===== config.mk =====
export PLATFORM = sky130hd
export DESIGN_NAME = div_issue_ctrl
export DESIGN_NICKNAME = d
export VERILOG_FILES = /design/src/rtl/div_issue_ctrl.sv
export SDC_FILE = /design/constraint.sdc
export NUM_CORES = 1
export LEC_CHECK = 0
export ABC_CLOCK_PERIOD_IN_PS = 3700
export CAP_MARGIN = 20
export CORE_ASPECT_RATIO = 1.2
export CORE_MARGIN = 1.5
export CORE_UTILIZATION = 37
export CTS_CLUSTER_SIZE = 16
export DETAILED_ROUTE_END_ITERATION = 10
export PLACE_DENSITY = 0.84
export SETUP_SLACK_MARGIN = 0.02
export SYNTH_ARGS = -nofsm -noshare
export SYNTH_HDL_FRONTEND = slang
export SYNTH_SLANG_ARGS = --single-unit

===== constraint.sdc =====
create_clock -name clk -period 3.7 [get_ports clk]
set_input_delay 0.925 -clock clk [delete_from_list [all_inputs] [get_ports clk]]
set_output_delay 0.925 -clock clk [all_outputs]
set_load 0.05 [all_outputs]

===== src/rtl/div_issue_ctrl.sv =====
// Issue sequencer between EX and the multi-cycle RV32M divider: latch, launch, watchdog, writeback hold.
// Optional DIV_FASTPATH_EN resolves divide-by-zero and signed overflow without using the divider.
module div_issue_ctrl #(
  parameter int TIMEOUT = 64,
  parameter int REG_AW  = 5
) (
  input  logic              clk,
  input  logic              rst,
  input  logic              req_valid,
  input  logic [1:0]        req_ctrl,
  input  logic [31:0]       req_a,
  input  logic [31:0]       req_b,
  input  logic [REG_AW-1:0] req_rd,
  input  logic              flush,
  output logic              stall,
  output logic              div_start,
  output logic [1:0]        div_ctrl,
  output logic [31:0]       div_numerator,
  output logic [31:0]       div_denominator,
  input  logic [31:0]       div_result,
  input  logic              div_done,
  output logic              wb_valid,
  output logic [REG_AW-1:0] wb_rd,
  output logic [31:0]       wb_data,
  input  logic              wb_ready,
  output logic              timeout_err
);

  localparam int CW = $clog2(TIMEOUT + 1);

  typedef enum logic [1:0] {IDLE, LAUNCH, WAIT, HOLD} state_t;

  state_t        state_q, state_d;
  logic [CW-1:0] wdog_q, wdog_d;
  logic [31:0]   wb_data_d;
  logic          timeout_d;
  logic          accept;
  logic          fast_hit;
  logic [31:0]   fast_res;

`ifdef DIV_FASTPATH_EN
  // Architected RV32M results for cases the divider need not see.
  always_comb begin
    fast_hit = 1'b0;
    fast_res = '0;
    if (req_b == 32'd0) begin
      fast_hit = 1'b1;
      fast_res = req_ctrl[1] ? req_a : 32'hFFFF_FFFF;
    end else if (req_a == 32'h8000_0000 && req_b == 32'hFFFF_FFFF) begin
      if (req_ctrl == 2'b00) begin
        fast_hit = 1'b1;
        fast_res = 32'h8000_0000;
      end else if (req_ctrl == 2'b10) begin
        fast_hit = 1'b1;
        fast_res = 32'd0;
      end
    end
  end
`else
  assign fast_hit = 1'b0;
  assign fast_res = '0;
`endif

  always_comb begin
    state_d   = state_q;
    wdog_d    = wdog_q;
    wb_data_d = wb_data;
    timeout_d = timeout_err;
    accept    = 1'b0;
    if (flush) begin
      state_d = IDLE;
    end else begin
      case (state_q)
        IDLE: begin
          if (req_valid) begin
            accept = 1'b1;
            if (fast_hit) begin
              state_d   = HOLD;
              wb_data_d = fast_res;
            end else begin
              state_d = LAUNCH;
            end
          end
        end
        // div_done may still be high from the previous operation here.
        LAUNCH: begin
          state_d = WAIT;
          wdog_d  = '0;
        end
        WAIT: begin
          if (div_done) begin
            state_d   = HOLD;
            wb_data_d = div_result;
          end else if (wdog_q == CW'(TIMEOUT - 1)) begin
            state_d   = HOLD;
            wb_data_d = '0;
            timeout_d = 1'b1;
          end else begin
            wdog_d = wdog_q + 1'b1;
          end
        end
        HOLD: begin
          if (wb_ready) state_d = IDLE;
        end
        default: state_d = IDLE;
      endcase
    end
  end

  always_ff @(posedge clk or posedge rst) begin
    if (rst) begin
      state_q         <= IDLE;
      wdog_q          <= '0;
      div_ctrl        <= '0;
      div_numerator   <= '0;
      div_denominator <= '0;
      wb_rd           <= '0;
      wb_data         <= '0;
      timeout_err     <= 1'b0;
    end else begin
      state_q     <= state_d;
      wdog_q      <= wdog_d;
      wb_data     <= wb_data_d;
      timeout_err <= timeout_d;
      if (accept) begin
        div_ctrl        <= req_ctrl;
        div_numerator   <= req_a;
        div_denominator <= req_b;
        wb_rd           <= req_rd;
      end
    end
  end

  assign div_start = (state_q == LAUNCH);
  assign wb_valid  = (state_q == HOLD);
  assign stall     = !rst && (((state_q == IDLE) && req_valid) || (state_q == LAUNCH) ||
                              (state_q == WAIT) || ((state_q == HOLD) && !wb_ready));

endmodule


==> flow_summary.yaml <==
synth:
  ys_seq_area_share_pct: 64.2
  synthCells: 293
  yosysWarnings: 0
  synth.distinct_cells: 33
  yosys.area.top_type: "dfrtp_1"
  ys_ff_latch: 113
  syn_avg_cell_area_um2: 15.0
  synth_top_area_share_pct: 64.2
  synth_area_leaders: "dfrtp_1 64%, mux2_2 18%, a22o_1 6.4%"
  synthesis.nets: 408
  synth_area_um2: 4410
clocking:
  cts-root-buf: "clkbuf_16"
  postCtsSetupRepairBufs: 0
  cts_buffer_depth: 2
  cts_sinks: 113
  path_clk_slew_ps: 60
  holdBufCountCts: 0
  post_cts_resized: 0
  clkLatencyLatePin_ps: 400
  cts_tree: "done"
  htree_levels: 4
  cts_buffers: 17
cells_and_area:
  final_nets: 629
  synthToLayoutAreaGrowth_pct: 67.0
  stdcell_area_um2: 7360
  final_common_cell: "clkdlybuf4s50_1"
  diodes: 0
  drive_above_1_share_pct: 21.3
  post-route-util_pct: 63.6
  mostFrequentLayoutCells: "214 x clkdlybuf4s50_1, 113 x dfrtp_1, 71 x mux2_2"
  n_fill_cell: 865
placed_design:
  portBuffers: 215
  place.gp.congestion: 0.813
  dp_hpwl_mm: 7.80
  place_area_um2: 6730
worst_setup_path:
  critPathRequiredTime_ps: 2770
  start_kind: "flop"
  path_depth: 3
  cp-startpoint: "state_q[1]"
  r2r_end: "wb_data[5]"
  timing.rr.start: "state_q[0]"
  cp-endpoint: "div_start"
  path_class: "reg -> out"
  crit_slowest_cell: "clkdlybuf4s50_1"
  path_buf_inv: 2
  worstPathMaxFanout: 4
  path_delay_family: "buffers and inverters"
  rr_worst_depth: 5
  end_kind: "primary output"
  r2r_slack_ps: 1270
  critical_path_arrival_ps: 1890
  critPathMaxStageDelay_ps: 800
  path_cells: "inv_1, ha_1, clkdlybuf4s50_1"
floorplan:
  pin_count: 216
  die_h_um: 123
  die_area_um2: 12600
  row_count: 43
  core_area_um2: 11600
  start_util_pct: 38.1
  die_w_um: 103
power_and_ir_drop:
  p_sw_share_pct: 43.7
  internal-power_uw: 4460
  power_frac_seq_pct: 26.6
  ir_drop_mv: 0.610
  pwr_density_cell_nw_per_um2: 1080
  comb_power_share_pct: 51.9
  switchingPower_uw: 3460
  p_clk_share_pct: 21.6
  p_leak_uw: 0.00310
  power_uw: 7920
timing:
  fmax_ghz: 0.356
  finalSetupTns_ps: 0
  tightest_slew_ps: 989
  rsz0062_at_grt: "no"
  relSlewSlack_pct: 33.9
  hold_viol: 0
  maxSlewViolCount: 0
  min_period_over_period_pct: 76.0
  skew_ps: 9.51
  setup_viol_count_final: 0
  min_period_ps: 2810
detailed_routing:
  firstDrtPassIters: 4
  drt_iter0_markers: 72
  route.detailed.drc: 0
  wire_per_inst_um: 15.9
  antenna_left: 0
  viasPerCell: 4.73
  finalWirelength_mm: 10.9
  vias: 3236
global_routing:
  grt_pass1_vias: 3419
  antenna_found_initial: 0
  grt_max_degree: 114
  grt_remaining_overflow: 0
  grt_pass1_wl_mm: 16.3
  grt_usage_pct: 17.4
min_path:
  hold_path_class: "reg -> reg"
status:
  outcome: "finished clean"
run:
  maxCapViolCount: 0
registers in the layout, summed over array words and instances, names as in the netlist:
register	cells
div_denominator	32
div_numerator	32
wb_data	32
wdog_q	7
wb_rd	5
div_ctrl	2
state_q	2
timeout_err	1
worst min path at each step:
| stage | startpoint | endpoint | slack (ps) | depth (start not counted) |
|---|---|---|---|---|
| after floorplan | wdog_q[0] | wdog_q[0] | 480 | 1 |
| after global placement | timeout_err | timeout_err | 480 | 1 |
| after detailed placement | timeout_err | timeout_err | 460 | 1 |
| after CTS | timeout_err | timeout_err | 480 | 1 |
| after global routing | timeout_err | timeout_err | 500 | 1 |
| final | timeout_err | timeout_err | 480 | 1 |
power groups by stage:
stage / clock [uW] / combinational, uW / sequential, uW
2_1_floorplan: 0 / 754 / 4030
3_3_place_gp: 0 / 4080 / 2090
3_5_place_dp: 0 / 4140 / 2110
4_1_cts: 1740 / 4140 / 2110
5_1_grt: 1820 / 4260 / 2170
6_report: 1710 / 4110 / 2100
routing by layer:
layer	track usage, %	part of all wire, %	wire length, um	vias up
met2	30.2	52	5620	145
li1	-	-	-	1517
met1	19.0	38	4160	1565
met4	6.51	1.2	127	0
met5	0	0	0	-
met3	6.89	8.9	964	9
Yosys cell counts:
| master | count |
|---|---|
| nand4_1 | 1 |
| nand2_1 | 4 |
| inv_1 | 7 |
| ha_1 | 6 |
| or4b_1 | 1 |
| nor2b_4 | 1 |
| or4_1 | 1 |
| nand2b_1 | 4 |
| dfrtp_1 | 113 |
| a211oi_1 | 2 |
| a41oi_1 | 1 |
| o221ai_1 | 2 |
| mux2i_1 | 2 |
| o22ai_1 | 1 |
| o21ai_0 | 4 |
| a22o_1 | 32 |
| o31ai_1 | 1 |
| nor2_1 | 2 |
| buf_2 | 10 |
| mux2_2 | 71 |
| a21o_1 | 1 |
| and2_1 | 1 |
| nand3b_1 | 2 |
| nand3_1 | 5 |
| o311ai_0 | 1 |
| a31o_2 | 1 |
| a21oi_1 | 3 |
| nor3_1 | 2 |
| and2_4 | 1 |
| nor2b_1 | 2 |
| o21ai_1 | 1 |
| clkbuf_1 | 6 |
| a41o_4 | 1 |
metrics by stage:
step	worst slack, ps	cells	hold WS (ps)
after detailed placement	762	652	463
final	887	684	477
after global placement	895	652	478
after CTS	860	684	479
after floorplan	909	293	478
after global routing	795	684	499
area by class of cell:
cell class	instances	area, um^2	area share (%)
multi-input combinational	157	1480	20.1
tap	157	196	2.67
clock inverter	14	189	2.57
clock buffer	18	439	5.97
inverter	7	30.0	0.408
sequential	113	2830	38.4
timing repair buffer	218	2200	29.9
cells by family (layout without fill, tap and decap cells):
group / after synthesis / count (layout) / synth area share, %
DFF: 113 / 113 / 64.2
muxes: 73 / 73 / 18.6
AOI/OAI and AO/OA: 51 / 51 / 9.57
and+or+nand+nor: 27 / 27 / 3.69
buffers and inverters: 23 / 257 / 2.24
adders and majority gates: 6 / 6 / 1.70
Power figures use the tool's default switching activity.
